==> src/rtl/stall_ctrl_if.sv <==
// ---------------------------------------------------------------------------
// stall_ctrl_if
// Bundles the request/response signals between the pipeline and the stall
// controller. The pipeline side uses the master modport, the stall controller
// uses the slave modport.
//
// Optional feature macro: STALL_ACK_EN (adds mem_ack for variable-latency SRAM)
//
// Signals
//   stall_req_id  pipeline -> ctrl  load-use hazard request from ID
//   mem_req       pipeline -> ctrl  instruction in MEM accesses data memory
//   mem_ack       pipeline -> ctrl  SRAM access complete (STALL_ACK_EN only)
//   clr_cnt       pipeline -> ctrl  synchronous clear of the stall counter
//   stall         ctrl -> pipeline  per-stage freeze vector [0]pc .. [5]wb
//   busy          ctrl -> pipeline  controller is in the WAIT state
//   stall_cycles  ctrl -> pipeline  saturating count of stalled cycles
// ---------------------------------------------------------------------------
interface stall_ctrl_if #(
  parameter int CNT_W = 16
);
  logic             stall_req_id;
  logic             mem_req;
`ifdef STALL_ACK_EN
  logic             mem_ack;
`endif
  logic             clr_cnt;
  logic [5:0]       stall;
  logic             busy;
  logic [CNT_W-1:0] stall_cycles;

`ifdef STALL_ACK_EN
  modport master (
    output stall_req_id, mem_req, mem_ack, clr_cnt,
    input  stall, busy, stall_cycles
  );
  modport slave (
    input  stall_req_id, mem_req, mem_ack, clr_cnt,
    output stall, busy, stall_cycles
  );
`else
  modport master (
    output stall_req_id, mem_req, clr_cnt,
    input  stall, busy, stall_cycles
  );
  modport slave (
    input  stall_req_id, mem_req, clr_cnt,
    output stall, busy, stall_cycles
  );
`endif
endinterface

==> src/rtl/stall_ctrl.sv <==
// ---------------------------------------------------------------------------
// stall_ctrl
// Pipeline stall controller. Produces the stall vector sampled by pc_reg,
// if_id, id_ex, ex_mem and mem_wb. Bit k high freezes stage k; bit k high
// with bit k+1 low makes the k/k+1 register insert a bubble.
// The ID load-use request is merged with MEM data accesses that share the
// instruction/data SRAM bus; while a data access owns the bus the whole
// pipeline through MEM is frozen, and its final bus cycle inserts an IF
// bubble because fetch could not use the bus. Stalled cycles are counted
// for performance debug.
//
// Optional feature macro: STALL_ACK_EN
//   undefined : fixed access latency of MEM_WAIT_CYCLES bus cycles
//   defined   : access ends on mem_ack; MEM_WAIT_CYCLES is ignored
//
// Parameters
//   MEM_WAIT_CYCLES  bus cycles per data access, 1..15 (fixed-latency mode)
//   CNT_W            width of the stall-cycle counter
//
// Ports
//   clk   clock, single domain
//   rst   synchronous active-high reset
//   bus   stall_ctrl_if.slave: requests in, stall/busy/stall_cycles out
//         (stall is combinational so pipeline registers react at the same
//          edge; busy and stall_cycles are registered)
// ---------------------------------------------------------------------------
module stall_ctrl #(
  parameter int MEM_WAIT_CYCLES = 2,
  parameter int CNT_W           = 16
) (
  input  logic          clk,
  input  logic          rst,
  stall_ctrl_if.slave   bus
);

  // Stall patterns
  localparam logic [5:0] STALL_NONE = 6'b000000;
  localparam logic [5:0] STALL_FRZ  = 6'b011111; // freeze through MEM, bubble into WB
  localparam logic [5:0] STALL_IFB  = 6'b000011; // pc/if_id hold, bubble into ID
  localparam logic [5:0] STALL_LDU  = 6'b000111; // hold through ID, bubble into EX

  localparam logic [3:0] WAIT_CNT_MAX = 4'hF;
  localparam logic [4:0] WAIT_TOTAL   = 5'(MEM_WAIT_CYCLES);
  localparam logic [CNT_W-1:0] CNT_MAX = {CNT_W{1'b1}};

  typedef enum logic [0:0] {
    ST_IDLE = 1'b0,
    ST_WAIT = 1'b1
  } state_t;

  state_t           state_r;
  state_t           state_nxt_s;
  logic [3:0]       wait_cnt_r;      // bus cycles of the current access already completed
  logic [3:0]       wait_cnt_nxt_s;
  logic [3:0]       wait_cnt_inc_s;
  logic             busy_r;
  logic [CNT_W-1:0] stall_cycles_r;
  logic [5:0]       stall_s;
  logic [5:0]       ldu_s;
  logic             final_s;

  // Load-use pattern contributed by ID; it never overrides a freeze
  always_comb begin
    if (bus.stall_req_id) begin
      ldu_s = STALL_LDU;
    end else begin
      ldu_s = STALL_NONE;
    end
  end

  // Saturating increment of the bus-cycle counter
  always_comb begin
    if (wait_cnt_r == WAIT_CNT_MAX) begin
      wait_cnt_inc_s = WAIT_CNT_MAX;
    end else begin
      wait_cnt_inc_s = wait_cnt_r + 4'd1;
    end
  end

`ifdef STALL_ACK_EN
  // Variable latency: the SRAM acknowledge marks the final bus cycle.
  // An acknowledge without a request is ignored by the request checks below.
  always_comb begin
    final_s = bus.mem_req && bus.mem_ack;
  end
`else
  // Fixed latency: wait_cnt_r is 0 in IDLE, so this also covers a
  // single-cycle access started from IDLE.
  always_comb begin
    if (({1'b0, wait_cnt_r} + 5'd1) == WAIT_TOTAL) begin
      final_s = 1'b1;
    end else begin
      final_s = 1'b0;
    end
  end
`endif

  // Next-state and stall vector decode
  always_comb begin
    state_nxt_s    = state_r;
    wait_cnt_nxt_s = wait_cnt_r;
    stall_s        = STALL_NONE;

    if (rst) begin
      // Any access in flight is abandoned; the pipeline is not stalled.
      state_nxt_s    = ST_IDLE;
      wait_cnt_nxt_s = 4'd0;
      stall_s        = STALL_NONE;
    end else begin
      case (state_r)
        ST_IDLE: begin
          if (!bus.mem_req) begin
            stall_s        = ldu_s;
            state_nxt_s    = ST_IDLE;
            wait_cnt_nxt_s = 4'd0;
          end else if (final_s) begin
            // Single-cycle access: fetch lost the bus this cycle.
            stall_s        = STALL_IFB | ldu_s;
            state_nxt_s    = ST_IDLE;
            wait_cnt_nxt_s = 4'd0;
          end else begin
            // Freeze dominates a simultaneous ID request.
            stall_s        = STALL_FRZ;
            state_nxt_s    = ST_WAIT;
            wait_cnt_nxt_s = 4'd1;
          end
        end
        ST_WAIT: begin
          if (!bus.mem_req) begin
            // Access aborted (e.g. flushed instruction): release the pipe.
            stall_s        = ldu_s;
            state_nxt_s    = ST_IDLE;
            wait_cnt_nxt_s = 4'd0;
          end else if (final_s) begin
            // Final cycle always returns to IDLE; a request in the next
            // cycle belongs to the following instruction.
            stall_s        = STALL_IFB | ldu_s;
            state_nxt_s    = ST_IDLE;
            wait_cnt_nxt_s = 4'd0;
          end else begin
            stall_s        = STALL_FRZ;
            state_nxt_s    = ST_WAIT;
            wait_cnt_nxt_s = wait_cnt_inc_s;
          end
        end
        default: begin
          stall_s        = STALL_NONE;
          state_nxt_s    = ST_IDLE;
          wait_cnt_nxt_s = 4'd0;
        end
      endcase
    end
  end

  // FSM state, bus-cycle counter and registered busy flag
  always_ff @(posedge clk) begin
    if (rst) begin
      state_r    <= ST_IDLE;
      wait_cnt_r <= 4'd0;
      busy_r     <= 1'b0;
    end else begin
      state_r    <= state_nxt_s;
      wait_cnt_r <= wait_cnt_nxt_s;
      busy_r     <= (state_nxt_s == ST_WAIT);
    end
  end

  // Saturating stall-cycle counter; clear wins over a concurrent stall
  always_ff @(posedge clk) begin
    if (rst) begin
      stall_cycles_r <= '0;
    end else if (bus.clr_cnt) begin
      stall_cycles_r <= '0;
    end else if ((stall_s != STALL_NONE) && (stall_cycles_r != CNT_MAX)) begin
      stall_cycles_r <= stall_cycles_r + {{(CNT_W-1){1'b0}}, 1'b1};
    end else begin
      stall_cycles_r <= stall_cycles_r;
    end
  end

  assign bus.stall        = stall_s;
  assign bus.busy         = busy_r;
  assign bus.stall_cycles = stall_cycles_r;

endmodule
==> src/flat_wrapper.sv <==
// flat-port wrapper written by rule: the top's interface ports become plain ports
module stall_ctrl_flat 
#(
  parameter int MEM_WAIT_CYCLES = 2,
  parameter int CNT_W           = 16
)
  (clk, rst, bus_stall_req_id, bus_mem_req, bus_clr_cnt, bus_stall, bus_busy, bus_stall_cycles);
  stall_ctrl_if #(.CNT_W(CNT_W)) bus_i ();
  input  logic clk;
  input  logic rst;
  input wire logic [$bits(bus_i.stall_req_id)-1:0] bus_stall_req_id;
  input wire logic [$bits(bus_i.mem_req)-1:0] bus_mem_req;
  input wire logic [$bits(bus_i.clr_cnt)-1:0] bus_clr_cnt;
  output wire logic [$bits(bus_i.stall)-1:0] bus_stall;
  output wire logic [$bits(bus_i.busy)-1:0] bus_busy;
  output wire logic [$bits(bus_i.stall_cycles)-1:0] bus_stall_cycles;
  assign bus_i.stall_req_id = bus_stall_req_id;
  assign bus_i.mem_req = bus_mem_req;
  assign bus_i.clr_cnt = bus_clr_cnt;
  assign bus_stall = bus_i.stall;
  assign bus_busy = bus_i.busy;
  assign bus_stall_cycles = bus_i.stall_cycles;
  stall_ctrl #(.MEM_WAIT_CYCLES(MEM_WAIT_CYCLES), .CNT_W(CNT_W)) u_core (.clk(clk), .rst(rst), .bus(bus_i));
endmodule
==> config.mk <==
export PLATFORM = sky130hd
export DESIGN_NAME = stall_ctrl_flat
export DESIGN_NICKNAME = d
export VERILOG_FILES = /design/src/rtl/stall_ctrl_if.sv /design/src/rtl/stall_ctrl.sv /design/src/flat_wrapper.sv
export SDC_FILE = /design/constraint.sdc
export NUM_CORES = 1
export LEC_CHECK = 0
export BUFFER_PORTS_ARGS = -buffer_cell sky130_fd_sc_hd__buf_2
export CAP_MARGIN = 20
export CORE_MARGIN = 5
export CORE_UTILIZATION = 56
export CTS_CLUSTER_SIZE = 14
export DETAILED_ROUTE_END_ITERATION = 10
export PLACE_DENSITY_LB_ADDON = 0.3
export SYNTH_ARGS = -nofsm -noshare
export SYNTH_HDL_FRONTEND = slang
export SYNTH_SLANG_ARGS = --single-unit
==> constraint.sdc <==
create_clock -name clk -period 4.7 [get_ports clk]
set_input_delay 0.94 -clock clk [delete_from_list [all_inputs] [get_ports clk]]
set_output_delay 0.94 -clock clk [all_outputs]
set_load 0.05 [all_outputs]
==> flow_summary_export.csv <==
group,metric,value,unit
detailed_routing,vias,1084,
clock_network,clk_path_buf_depth,2,
logic_synthesis,ys_seq_area_share,36.13,%
worst_setup_path,worstPathMaxFanout,7,
worst_setup_path,reg2reg_from,"u_core.bus.stall_cycles[0]",
clock_network,cts_max_level,1,
power_and_ir_drop,switching_share,27.00,%
final_layout,multi_input_area,655.6,sq um
grt,antenna_found_initial,0,
final_layout,final_common_cell,"buf_2",
logic_synthesis,synth_warnings,0,
logic_synthesis,synth_cells,130,
logic_synthesis,synth-seq-cells,21,
power_and_ir_drop,p_sw,0.00008175,W
detailed_routing,avgRoutedWirePerCell,14.52,microns
sta,finalSetupTns,0,ps
final_layout,num_antenna_cells,0,
logic_synthesis,synth_top_flop_cell,"dfxtp_1",
power_and_ir_drop,intPower,0.0002210,W
worst_setup_path,r2r_end,"u_core.bus.stall_cycles[0]",
detailed_routing,drt-total-wl,2585,microns
worst_setup_path,cp.required,3760,ps
detailed_routing,drt-pass1-iter-count,4,
logic_synthesis,synth_top_area_share,36.13,%
sta,grt_setup_unrepaired,"false",
power_and_ir_drop,power.leakage,0.5178,nW
power_and_ir_drop,powerDensity,234.7,mW/mm^2
sta,period_share,62.21,%
sta,tightest_slew,550.9,ps
worst_setup_path,start_kind,"flip-flop",
power_and_ir_drop,peakVddDrop,0.0001574,V
final_layout,n_fill_cell,196,
sta,finalClockSkew,6.317,ps
sta,hold_viol,0,
worst_hold_path,whs_endpoint,"u_core.bus.stall_cycles[1]",
grt,grt_pass1_vias,1047,
clock_network,cts_buffers,3,
grt,grt_pass1_wl,4491,microns
worst_hold_path,hold_depth,2,
clock_network,cts_sinks,21,
sta,maxSlewHeadroom,63.12,%
die,dieHeight,55.59,microns
power_and_ir_drop,p_seq_share,59.9,%
sta,setup_viol,0,
flow_run,cap_violations,0,
logic_synthesis,syn_nets,138,
final_layout,final_cells,178,
final_layout,drive_above_1_share,27.15,%
die,coreArea,0.001962,sq mm
logic_synthesis,synth.distinct_cells,40,
logic_synthesis,synth_area_per_cell,8.951,sq um
sta,drv_slew,0,
worst_hold_path,hp-start,"u_core.bus.stall_cycles[1]",
die,initial_core_util,59.31,%
worst_setup_path,critPathCaptureType,"output pin",
worst_setup_path,crit_type,"flip-flop to output pin",
clock_network,tritoncts,"yes",
power_and_ir_drop,p_total,0.0003027,W
placed_design,dp.final_hpwl,1940,microns
worst_setup_path,r2r_cells,5,
detailed_routing,initialDrtViolationCount,18,
grt,overflow,0,
logic_synthesis,synth-edff-count,0,
placed_design,place_inst,174,
clock_network,holdBufCountCts,0,
final_layout,area_growth,10.86,%
clock_network,postCtsSetupBuffers,0,
final_layout,final_cell_mix,"26 x buf_2, 21 x dfxtp_1, 15 x a21oi_1",
logic_synthesis,yosys.area.top_type,"dfxtp_1",
clock_network,cts-root-buf,"clkbuf_4",
power_and_ir_drop,pwr-share-clk,28.5,%
power_and_ir_drop,pwr-share-comb,11.6,%
final_layout,area.sequential,420.4,sq um
die,die_area,0.003090,sq mm
worst_hold_path,hp-class,"flip-flop to flip-flop",
clock_network,clock_latency,300,ps
placed_design,portBuffers,26,
sta,max_freq,342.0,MHz
worst_setup_path,reg2reg_slack,2910,ps
clock_network,clk_pin_slew,120,ps
grt,grt_max_degree,17,
placed_design,gp_congestion,0.8292,
detailed_routing,viasPerCell,6.090,
grt,track_usage,17.14,%
worst_setup_path,arrival,1980,ps
detailed_routing,drc,0,
die,dieWidth,55.59,microns
sta,min_period,2924,ps
die,ios,28,
detailed_routing,final_antenna_net_count,0,
run_status,status,"finished, final reports clean",
logic_synthesis,syn_area,0.001164,sq mm
logic_synthesis,synthArstFlopShare,0,%
final_layout,fin_nets,160,
logic_synthesis,synth.area.top_cells,"dfxtp_1 36%, a21oi_1 6.5%, o31ai_1 5.2%",
clock_network,cts_resized,0,
die,rows,16,
==> state kept, by name (all words and copies together) (netlist names) <==
| name | count |
|---|---|
| u_core.bus.stall_cycles | 16 |
| u_core.state_r | 1 |
| u_core.wait_cnt_r | 4 |
==> routing by layer <==
metal / vias up / wire length (microns) / track usage [%]
met5: - / 0 / 0
met4: 0 / 37 / 5.556
met3: 6 / 128 / 3.480
met2: 29 / 1189 / 28.38
met1: 508 / 1229 / 22.11
li1: 541 / - / -
==> final cells by class <==
cell class / instances / area share, %
Multi-Input combinational cell: 95 / 50.82
Sequential cell: 21 / 32.59
Timing Repair Buffer: 26 / 10.09
Tap cell: 27 / 2.619
Clock buffer: 4 / 2.037
Inverter: 5 / 1.843
==> synth_stat cells, types with 2 or more instances <==
| cell type | count |
|---|---|
| dfxtp_1 | 21 |
| a21oi_1 | 15 |
| nand2_1 | 8 |
| o31ai_1 | 8 |
| or4_1 | 7 |
| nand3_1 | 6 |
| and3_1 | 5 |
| nand4_1 | 5 |
| nor2_1 | 5 |
| buf_4 | 4 |
| ha_1 | 3 |
| inv_1 | 3 |
| nor3_1 | 3 |
| o21ai_0 | 3 |
| and2_1 | 2 |
| and4_1 | 2 |
| buf_2 | 2 |
| nand3_4 | 2 |
| nand3b_1 | 2 |
| o311a_2 | 2 |
| o41ai_1 | 2 |
| or3_1 | 2 |
==> how the worst max path moves through the flow <==
stage	start	to	cells past startpoint
floorplan	rst	bus_stall[2]	3
global placement	rst	bus_stall[2]	5
detailed placement	rst	bus_stall[2]	5
CTS	u_core.wait_cnt_r[0]	bus_stall[2]	6
global route	u_core.wait_cnt_r[0]	bus_stall[2]	6
finish	u_core.wait_cnt_r[0]	bus_stall[2]	6
==> power by group through the flow <==
stage          clock [W]  sequential (W)  combinational, W
5_1_grt        0.0000986        0.000182         0.0000375
3_3_place_gp           0        0.000185         0.0000348
6_report       0.0000863        0.000181         0.0000351
3_5_place_dp           0        0.000185         0.0000352
4_1_cts        0.0000887        0.000181         0.0000354
2_1_floorplan          0        0.000188         0.0000258
==> logic make-up (layout without fill, tap and decap cells) <==
| family | count (synthesis) | in the layout | synth area share (%) |
|---|---|---|---|
| other cells | 1 | 1 | 0.3223 |
| fa+ha+maj | 3 | 3 | 3.226 |
| flops | 21 | 21 | 36.13 |
| compound gates | 36 | 36 | 21.61 |
| simple gates | 55 | 55 | 31.18 |
| buf+inv | 14 | 35 | 7.527 |
==> stage by stage <==
step / util (%) / hold WS (ps) / area, sq um / setup WS [ps]
floorplan: - / 512.7 / 1164 / 2060
global placement: 64.41 / 487.0 / 1264 / 2054
detailed placement: 64.41 / 494.8 / 1264 / 2035
CTS: 65.75 / 514.5 / 1290 / 1780
global route: 65.75 / 554.3 / 1290 / 1658
finish: 65.75 / 515.5 / 1290 / 1776
==> worst max-delay path, cell delays in order (launching register included) <==
cell,delay [ps]
dfxtp_1,420
ha_1,210
and2_1,180
a21oi_1,100
o311a_2,390
a21o_2,190
buf_2,200
Note: power is estimated with default switching activity, not from simulation.
